--- config.mk ---
export PLATFORM = sky130hd
export DESIGN_NAME = tap_controller_flat
export DESIGN_NICKNAME = d
export VERILOG_FILES = /design/src/rtl/tap_controller_if.sv /design/src/rtl/tap_controller.sv /design/src/flat_wrapper.sv
export SDC_FILE = /design/constraint.sdc
export NUM_CORES = 1
export LEC_CHECK = 0
export CAP_MARGIN = 5
export CELL_PAD_IN_SITES_DETAIL_PLACEMENT = 1
export CELL_PAD_IN_SITES_GLOBAL_PLACEMENT = 2
export CORE_MARGIN = 10
export CORE_UTILIZATION = 29
export CTS_BUF_LIST = sky130_fd_sc_hd__clkbuf_16
export DETAILED_ROUTE_END_ITERATION = 10
export GPL_TIMING_DRIVEN = 0
export PLACE_DENSITY = 0.82
export SLEW_MARGIN = 20
export SYNTH_ARGS = -nofsm -noshare
export SYNTH_HDL_FRONTEND = slang
export SYNTH_SLANG_ARGS = --single-unit
--- constraint.sdc ---
create_clock -name TCK -period 1.3 [get_ports TCK]
set_input_delay 0.195 -clock TCK [delete_from_list [all_inputs] [get_ports TCK]]
set_output_delay 0.195 -clock TCK [all_outputs]
set_load 0.02 [all_outputs]
--- src/rtl/tap_controller_if.sv ---
// JTAG TAP pin and DR-control bundle between a test driver (master) and the TAP controller (slave).
interface tap_controller_if;
    logic TMS;
    logic TDI;
    logic DR;
    logic sel;
    logic CaptureDR;
    logic ShiftDR;
    logic UpdateDR;
    logic Mode;
    logic TDO;
    logic TDO_en;

    modport master (
        output TMS, TDI, DR,
        input  sel, CaptureDR, ShiftDR, UpdateDR, Mode, TDO, TDO_en
    );

    modport slave (
        input  TMS, TDI, DR,
        output sel, CaptureDR, ShiftDR, UpdateDR, Mode, TDO, TDO_en
    );
endinterface

--- src/rtl/tap_controller.sv ---
// IEEE 1149.1 TAP controller with instruction register, DR-path control strobes and falling-edge TDO.
module tap_controller #(
    parameter int unsigned          IR_WIDTH = 2,
    parameter logic [IR_WIDTH-1:0]  EXTEST   = '0,
    parameter logic [IR_WIDTH-1:0]  SAMPLE   = IR_WIDTH'(1),
    parameter logic [IR_WIDTH-1:0]  BYPASS   = '1
) (
    input  logic              TCK,
    input  logic              TRST,
    tap_controller_if.slave   bus
);

    typedef enum logic [3:0] {
        TLR, RTI,
        SEL_DR, CAP_DR, SH_DR, EX1_DR, PA_DR, EX2_DR, UPD_DR,
        SEL_IR, CAP_IR, SH_IR, EX1_IR, PA_IR, EX2_IR, UPD_IR
    } tap_state_t;

    localparam logic [IR_WIDTH-1:0] IR_CAPTURE = IR_WIDTH'(2'b01);

    tap_state_t            r_state;
    tap_state_t            w_next_state;
    logic [IR_WIDTH-1:0]   r_ir_shift;
    logic [IR_WIDTH-1:0]   r_ir_active;
    logic                  r_tdo;
    logic                  r_tdo_en;
    logic                  w_shift_ir;
    logic                  w_shift_dr;

    always_ff @(posedge TCK or posedge TRST) begin
        if (TRST) begin
            r_state <= TLR;
        end else begin
            r_state <= w_next_state;
        end
    end

    // Standard 16-state TMS walk
    always_comb begin
        w_next_state = r_state;
        case (r_state)
            TLR:     w_next_state = bus.TMS ? TLR    : RTI;
            RTI:     w_next_state = bus.TMS ? SEL_DR : RTI;
            SEL_DR:  w_next_state = bus.TMS ? SEL_IR : CAP_DR;
            CAP_DR:  w_next_state = bus.TMS ? EX1_DR : SH_DR;
            SH_DR:   w_next_state = bus.TMS ? EX1_DR : SH_DR;
            EX1_DR:  w_next_state = bus.TMS ? UPD_DR : PA_DR;
            PA_DR:   w_next_state = bus.TMS ? EX2_DR : PA_DR;
            EX2_DR:  w_next_state = bus.TMS ? UPD_DR : SH_DR;
            UPD_DR:  w_next_state = bus.TMS ? SEL_DR : RTI;
            SEL_IR:  w_next_state = bus.TMS ? TLR    : CAP_IR;
            CAP_IR:  w_next_state = bus.TMS ? EX1_IR : SH_IR;
            SH_IR:   w_next_state = bus.TMS ? EX1_IR : SH_IR;
            EX1_IR:  w_next_state = bus.TMS ? UPD_IR : PA_IR;
            PA_IR:   w_next_state = bus.TMS ? EX2_IR : PA_IR;
            EX2_IR:  w_next_state = bus.TMS ? UPD_IR : SH_IR;
            UPD_IR:  w_next_state = bus.TMS ? SEL_DR : RTI;
            default: w_next_state = TLR;
        endcase
    end

    always_ff @(posedge TCK or posedge TRST) begin
        if (TRST) begin
            r_ir_shift <= '0;
        end else if (r_state == CAP_IR) begin
            r_ir_shift <= IR_CAPTURE;
        end else if (r_state == SH_IR) begin
            r_ir_shift <= {bus.TDI, r_ir_shift[IR_WIDTH-1:1]};
        end
    end

    // Synchronous entry into TLR resets the instruction exactly like TRST
    always_ff @(posedge TCK or posedge TRST) begin
        if (TRST) begin
            r_ir_active <= BYPASS;
        end else if (w_next_state == TLR) begin
            r_ir_active <= BYPASS;
        end else if (r_state == UPD_IR) begin
            r_ir_active <= r_ir_shift;
        end
    end

    assign w_shift_ir = (r_state == SH_IR);
    assign w_shift_dr = (r_state == SH_DR);

    // TDO holds its last value outside shift states
    always_ff @(negedge TCK or posedge TRST) begin
        if (TRST) begin
            r_tdo    <= 1'b0;
            r_tdo_en <= 1'b0;
        end else begin
            r_tdo_en <= w_shift_ir | w_shift_dr;
            if (w_shift_ir) begin
                r_tdo <= r_ir_shift[0];
            end else if (w_shift_dr) begin
                r_tdo <= bus.DR;
            end
        end
    end

    assign bus.sel       = !((r_ir_active == EXTEST) || (r_ir_active == SAMPLE));
    assign bus.Mode      = (r_ir_active == EXTEST);
    assign bus.CaptureDR = (r_state == CAP_DR);
    assign bus.ShiftDR   = w_shift_dr;
    assign bus.UpdateDR  = (r_state == UPD_DR);
    assign bus.TDO       = r_tdo;
    assign bus.TDO_en    = r_tdo_en;

endmodule

--- src/flat_wrapper.sv ---
// flat-port wrapper written by rule: the top's interface ports become plain ports
module tap_controller_flat 
#(
    parameter int unsigned          IR_WIDTH = 2,
    parameter logic [IR_WIDTH-1:0]  EXTEST   = '0,
    parameter logic [IR_WIDTH-1:0]  SAMPLE   = IR_WIDTH'(1),
    parameter logic [IR_WIDTH-1:0]  BYPASS   = '1
)
  (TCK, TRST, bus_TMS, bus_TDI, bus_DR, bus_sel, bus_CaptureDR, bus_ShiftDR, bus_UpdateDR, bus_Mode, bus_TDO, bus_TDO_en);
  tap_controller_if bus_i ();
  input  logic TCK;
  input  logic TRST;
  input wire logic [$bits(bus_i.TMS)-1:0] bus_TMS;
  input wire logic [$bits(bus_i.TDI)-1:0] bus_TDI;
  input wire logic [$bits(bus_i.DR)-1:0] bus_DR;
  output wire logic [$bits(bus_i.sel)-1:0] bus_sel;
  output wire logic [$bits(bus_i.CaptureDR)-1:0] bus_CaptureDR;
  output wire logic [$bits(bus_i.ShiftDR)-1:0] bus_ShiftDR;
  output wire logic [$bits(bus_i.UpdateDR)-1:0] bus_UpdateDR;
  output wire logic [$bits(bus_i.Mode)-1:0] bus_Mode;
  output wire logic [$bits(bus_i.TDO)-1:0] bus_TDO;
  output wire logic [$bits(bus_i.TDO_en)-1:0] bus_TDO_en;
  assign bus_i.TMS = bus_TMS;
  assign bus_i.TDI = bus_TDI;
  assign bus_i.DR = bus_DR;
  assign bus_sel = bus_i.sel;
  assign bus_CaptureDR = bus_i.CaptureDR;
  assign bus_ShiftDR = bus_i.ShiftDR;
  assign bus_UpdateDR = bus_i.UpdateDR;
  assign bus_Mode = bus_i.Mode;
  assign bus_TDO = bus_i.TDO;
  assign bus_TDO_en = bus_i.TDO_en;
  tap_controller #(.IR_WIDTH(IR_WIDTH), .EXTEST(EXTEST), .SAMPLE(SAMPLE), .BYPASS(BYPASS)) u_core (.TCK(TCK), .TRST(TRST), .bus(bus_i));
endmodule
==> results.tsv, run 1 <==
stage	metric	value	unit
status	status	finished with violations	
status	failing checks	setup timing	
routing	via count	623	
final_layout	Storage cell area	256	um^2
synthesis	Seq/Total Area, Yosys	40.3	%
synthesis	ys flop type	dfrtp_1	
flow_run	maxcap violations	0	
clocking	CTS Hold Buffers Added	0	
setup_path	Critical R2R Launch	u_core.r_state[0]$_DFF_PP0_	
timing	final setup TNS	-3.13	ns
grt	first-pass GRT wire length	3050	um
final_layout	fin nets	102	
floorplan	row count	16	
synthesis	Netlist cell types	28	
synthesis	Post-Syn Nets	77	
power	cell leakage power	0.463	nW
placed_design	placed cells	110	
clocking	root buffer cell	clkbuf_16	
synthesis	cell with the most instances after synthesis	nand2_1	
placed_design	Final HPWL DP	1210	um
final_layout	area delta synth->final	65.1	%
final_layout	Fillers	224	
placed_design	GP Congestion	0.794	
routing	WL final	1990	um
final_layout	post-layout instance area	0.00103	mm^2
grt	initial antenna violation count	0	
power	PwrDens	2780	mW/mm^2
synthesis	flops & latches, synth	10	
hold_path	Hold WC Path Type	input port to async pin	
timing	max_slew headroom	74.0	%
synthesis	synth warn	0	
setup_path	Setup crit end kind	flop	
setup_path	Crit Path Max Fanout	2	
synthesis	Synth Area in Simple Gates	27.3	%
clocking	Max Root-Sink Buffers	2	
placed_design	worst slack at placement	-0.618	ns
clocking	CTS sink cnt	10	
setup_path	Crit Path Category	flop to flop	
final_layout	fin cells	123	
routing	via/cell ratio	5.07	
setup_path	CP startpoint kind	flop	
timing	worst slew pin tran	0.390	ns
grt	largest net degree at the start of global routing	11	
clocking	CTS tree	yes	
routing	detailed router's first-iteration violation count	12	
timing	Fin. Hold Viols	0	
timing	fin worst setup slack	-0.503	ns
synthesis	Post-Synth Adder-Cell Area	0	%
final_layout	footprint of the multi-input gates	403	um^2
floorplan	die area	0.00442	mm^2
synthesis	post-synth top area share	24.0	%
synthesis	XOR/XNOR share of the synthesized area	2.79	%
clocking	CTS Buf Count	3	
synthesis	area leader, netlist	dfrtp_1	
setup_path	R2R depth	3	
grt	GRT overflow	0	
floorplan	die height	66.5	um
timing	WHS	0.242	ns
synthesis	Compound-Gate Fraction of Synth Area	17.4	%
synthesis	largest family of logic cells by synthesized area	simple AND/OR/NAND/NOR gates	
clocking	CTS H-tree lvls	1	
synthesis	Post-Syn Area	627	um^2
timing	RSZ-0062 raised after global routing	yes	
final_layout	share of cells above drive strength 1	46.9	%
grt	total track usage	9.04	%
setup_path	CP arrival	1.27	ns
timing	Slew Viols, Final	0	
placed_design	PortBufs	11	
timing	final setup fails	13	
floorplan	# IOs	12	
synthesis	mux cell area share after synthesis	4.79	%
floorplan	die extent in x	66.5	um
setup_path	Critical Path RT	0.77	ns
setup_path	flop2flop setup slack	-0.50	ns
synthesis	number of flops mapped to enable cells by yosys	0	
routing	DRT Pass-1 Iters	4	
timing	Setup Skew	0.0362	ns
synthesis	Synth area leaders	dfrtp_1 24%, dfstp_2 8.4%, dfrtn_1 8.0%	
routing	DR WL/cell	16.2	um
power	Peak VDD IR	0.00102	V
setup_path	r2r endpoint	u_core.bus.TDO$_DFFE_NP0P_	
synthesis	asr flop ratio synth	100	%
floorplan	Initial Util	31.3	%
grt	number of global-route vias before repair	647	
floorplan	Core Region	0.00200	mm^2
routing	DRC viols	0	
clocking	Reg clk slew, reported paths	0.04	ns
synthesis	Avg Inst Size Synth	8.71	um^2
final_layout	n_diodes	0	
synthesis	Cells after Synth	72	
synthesis	top cells by count, synth	10 x nand2_1, 7 x a21oi_1, 6 x dfrtp_1	
placed_design	placed inst area	781	um^2
clocking	Worst-Skew Late Latency	0.27	ns
routing	Post-DRT Antenna Nets	0	
cell type report:
class | instances | share of cell area, %
Buffer | 6 | 4.84
Multi-Input combinational cell | 53 | 38.9
Timing Repair Buffer | 20 | 19.0
Clock inverter | 1 | 0.363
Sequential cell | 10 | 24.8
Inverter | 3 | 1.57
Tap cell | 27 | 3.26
Clock buffer | 3 | 7.26
routing by layer:
layer / global-route usage (%) / share of wire [%]
met1: 10.9 / 49
met2: 13.9 / 44
met3: 2.51 / 4.1
met4: 5.50 / 2.7
met5: 0 / 0
stage by stage:
stage / power, mW / util, %
after global placement: 1.71 / 39.0
after global routing: 3.07 / 51.7
after detailed placement: 1.74 / 39.0
after floorplan: 1.39 / -
after CTS: 2.53 / 47.3
final: 2.88 / 51.7
sequential cells by signal, summed over array words and instances (netlist names):
| name | cells |
|---|---|
| u_core.r_state | 4 |
| u_core.r_ir_active | 2 |
| u_core.r_ir_shift | 2 |
| u_core.bus.TDO | 1 |
| u_core.bus.TDO_en | 1 |
layout by cell type (no fill, tap or decap), types with 3 or more instances in the layout:
cell type	instances
clkbuf_16	3
mux2i_1	3
buf_4	9
nand2_1	9
dfrtp_2	3
dfrtp_1	3
clkdlybuf4s50_1	4
a21oi_1	5
buf_6	7
o21ai_1	5
nor2_1	3
timing repair:
action / in CTS / in global routing
setup endpoints to repair: 11 / 11
hold endpoints to repair: 0 / 0
resized for setup: 49 / 16
pin swaps: 5 / 7
buffers inserted: 7 / 4
gates cloned: 0 / 0
logic make-up after synthesis:
family / Yosys count
simple gates: 30
compound gates: 18
flops: 10
buf+inv: 9
mux: 3
xor+xnor: 2
critical path: stages (launching register included):
cell and delay, ns:
dfrtp_2 0.42, nor4b_4 0.31, mux2i_1 0.22, a21oi_1 0.08
worst max path at each step:
stage / from / endpoint / slack, ns / cells past startpoint
floorplan: u_core.r_state[3]$_DFF_PP0_ / u_core.bus.TDO$_DFFE_NP0P_ / -0.68 / 3
global placement: u_core.r_state[3]$_DFF_PP0_ / u_core.bus.TDO$_DFFE_NP0P_ / -0.61 / 3
detailed placement: u_core.r_state[0]$_DFF_PP0_ / u_core.bus.TDO$_DFFE_NP0P_ / -0.62 / 3
CTS: u_core.r_state[1]$_DFF_PP0_ / u_core.bus.TDO$_DFFE_NP0P_ / -0.52 / 3
global route: u_core.r_state[0]$_DFF_PP0_ / u_core.bus.TDO$_DFFE_NP0P_ / -0.60 / 3
finish: u_core.r_state[0]$_DFF_PP0_ / u_core.bus.TDO$_DFFE_NP0P_ / -0.50 / 3
report_power, final:
| group | leakage [nW] | internal [mW] | switching, mW |
|---|---|---|---|
| sequential | 0.117 | 0.491 | 0.163 |
| combinational | 0.307 | 0.825 | 0.849 |
| clock | 0.0385 | 0.404 | 0.150 |
No activity file was read; power rests on OpenSTA's default activity.
==> run 2: changes to the inputs <==
--- a/config.mk
+++ b/config.mk
@@ -10,7 +10,6 @@
 export CELL_PAD_IN_SITES_GLOBAL_PLACEMENT = 2
 export CORE_MARGIN = 10
 export CORE_UTILIZATION = 29
-export CTS_BUF_LIST = sky130_fd_sc_hd__clkbuf_16
 export DETAILED_ROUTE_END_ITERATION = 10
 export GPL_TIMING_DRIVEN = 0
 export PLACE_DENSITY = 0.82
==> results.tsv, run 2 (synthesis results as in run 1) <==
stage	metric	value	unit	change
floorplan	die height	66.5	um	unchanged
setup_path	CP startpoint kind	flop		
timing	RSZ-0062 raised after global routing	yes		
setup_path	Setup crit end kind	flop		
final_layout	most frequent cells in the layout	10 x nand2_1, 7 x a21oi_1, 6 x buf_4		
setup_path	flop2flop setup slack	-0.54	ns	-0.03 ns
routing	via/cell ratio	4.80		-5.3%
setup_path	Crit Path Max Fanout	3		+1
timing	Setup Skew	0.0177	ns	-0.0186 ns
setup_path	Critical Path RT	0.77	ns	about the same
floorplan	die area	0.00442	mm^2	unchanged
final_layout	top flop regs	u_core.r_state: 4 flops, u_core.r_ir_active: 2 flops, u_core.r_ir_shift: 2 flops		
placed_design	GP Congestion	0.794		unchanged
grt	first-pass GRT wire length	2820	um	-7.4%
clocking	root buffer cell	clkbuf_4		
grt	initial antenna violation count	0		unchanged
power	Peak VDD IR	0.00106	V	+4.3%
setup_path	Crit Path Category	flop to flop		
placed_design	placed cells	110		unchanged
placed_design	PortBufs	11		unchanged
clocking	CTS Buf Count	3		unchanged
timing	worst slew pin tran	0.393	ns	+0.00285 ns
final_layout	Largest register FFs	4		unchanged
routing	DRT Pass-1 Iters	3		-1
status	status	finished with violations		
timing	Slew Viols, Final	0		unchanged
clocking	CTS H-tree lvls	1		unchanged
routing	WL final	1750	um	-12%
timing	final setup fails	8		-5
final_layout	fin cells	119		-3.3%
hold_path	Hold WC Path Type	input port to async pin		
setup_path	worst setup path startpoint	u_core.r_state[1]$_DFF_PP0_		
clocking	CTS Hold Buffers Added	0		unchanged
floorplan	die extent in x	66.5	um	unchanged
clocking	Max Root-Sink Buffers	2		unchanged
final_layout	area delta synth->final	45.7	%	
power	PwrDens	2530	mW/mm^2	-9.1%
setup_path	R2R depth	3		unchanged
grt	total track usage	8.06	%	-0.98 points
clocking	Reg clk slew, reported paths	0.07	ns	+0.03 ns
floorplan	row count	16		unchanged
routing	detailed router's first-iteration violation count	3		-9
clocking	CTS sink cnt	10		unchanged
setup_path	Critical R2R Launch	u_core.r_state[1]$_DFF_PP0_		
final_layout	fin nets	98		-3.9%
clocking	Worst-Skew Late Latency	0.27	ns	about the same
routing	DRC viols	0		unchanged
status	failing checks	setup timing		
floorplan	Core Region	0.00200	mm^2	unchanged
grt	GRT overflow	0		unchanged
placed_design	Final HPWL DP	1210	um	unchanged
setup_path	r2r endpoint	u_core.bus.TDO$_DFFE_NP0P_		
timing	Fin. Hold Viols	0		unchanged
setup_path	CP arrival	1.31	ns	+0.04 ns
timing	fin worst setup slack	-0.535	ns	-0.0325 ns
routing	Post-DRT Antenna Nets	0		unchanged
timing	max_slew headroom	73.8	%	-0.19 points
floorplan	Initial Util	31.3	%	unchanged
routing	via count	571		-8.3%
final_layout	share of cells above drive strength 1	39.1	%	-7.7 points
floorplan	# IOs	12		unchanged
clocking	CTS tree	yes		
grt	number of global-route vias before repair	601		-7.1%
placed_design	worst slack at placement	-0.618	ns	unchanged
grt	largest net degree at the start of global routing	11		unchanged
power	cell leakage power	0.420	nW	-9.1%
final_layout	Largest Register	u_core.r_state		
flow_run	maxcap violations	0		unchanged
final_layout	most common cell after layout, fill and taps aside	nand2_1		
routing	DR WL/cell	14.7	um	-9.2%
final_layout	n_diodes	0		unchanged
-- run 2: per-layer routing --
layer	up-vias	GRT usage, %	wire length [um]
met5	-	0	0
met4	0	3.93	31
met3	2	2.34	69
met2	10	12.2	768
met1	266	10.1	881
li1	293	-	-
-- run 2: through the flow --
step | setup TNS, ns | area, um^2 | total power, mW | hold slack [ns] | util [%]
global placement | -4.01 | 781 | 1.71 | 0.501 | 39.0
CTS | -2.50 | 866 | 2.17 | 0.227 | 43.3
global route | -2.96 | 913 | 2.50 | 0.248 | 45.6
floorplan | -1.10 | 637 | 1.39 | 0.0337 | -
detailed placement | -4.26 | 781 | 1.74 | 0.504 | 39.0
finish | -2.36 | 913 | 2.31 | 0.208 | 45.6
-- run 2: power by group --
| group | switching [mW] | internal, mW | leakage [nW] |
|---|---|---|---|
| Sequential | 0.163 | 0.489 | 0.117 |
| Clock | 0.110 | 0.170 | 0.0210 |
| Combinational | 0.719 | 0.661 | 0.283 |
| Total | 0.991 | 1.32 | 0.420 |
-- run 2: what timing repair did --
action | in CTS | in global routing
gates resized for setup | 39 | 10
setup endpoints to repair | 10 | 11
pin swaps | 1 | 0
buffers inserted | 4 | 2
-- run 2: cell type report --
class | instances | area, um^2
Buffer | 5 | 36.3
Clock buffer | 4 | 36.3
Fill cell | 234 | 1090
Inverter | 3 | 11.3
Multi-Input combinational cell | 53 | 387
Sequential cell | 10 | 256
Tap cell | 27 | 33.8
Timing Repair Buffer | 17 | 153
-- run 2: worst max-delay path, cell delays in order, from the launching register on --
cell and delay (ns):
dfrtp_1 0.42, nor4b_4 0.33, mux2i_1 0.22, a21oi_1 0.08
-- run 2: worst max path at each step --
stage                                             to  slack (ns)  depth (start not counted)
final                     u_core.bus.TDO$_DFFE_NP0P_       -0.54                          3
after global placement    u_core.bus.TDO$_DFFE_NP0P_       -0.61                          3
after CTS                 u_core.bus.TDO$_DFFE_NP0P_       -0.55                          3
after floorplan           u_core.bus.TDO$_DFFE_NP0P_       -0.68                          3
after global routing      u_core.bus.TDO$_DFFE_NP0P_       -0.64                          3
after detailed placement  u_core.bus.TDO$_DFFE_NP0P_       -0.62                          3
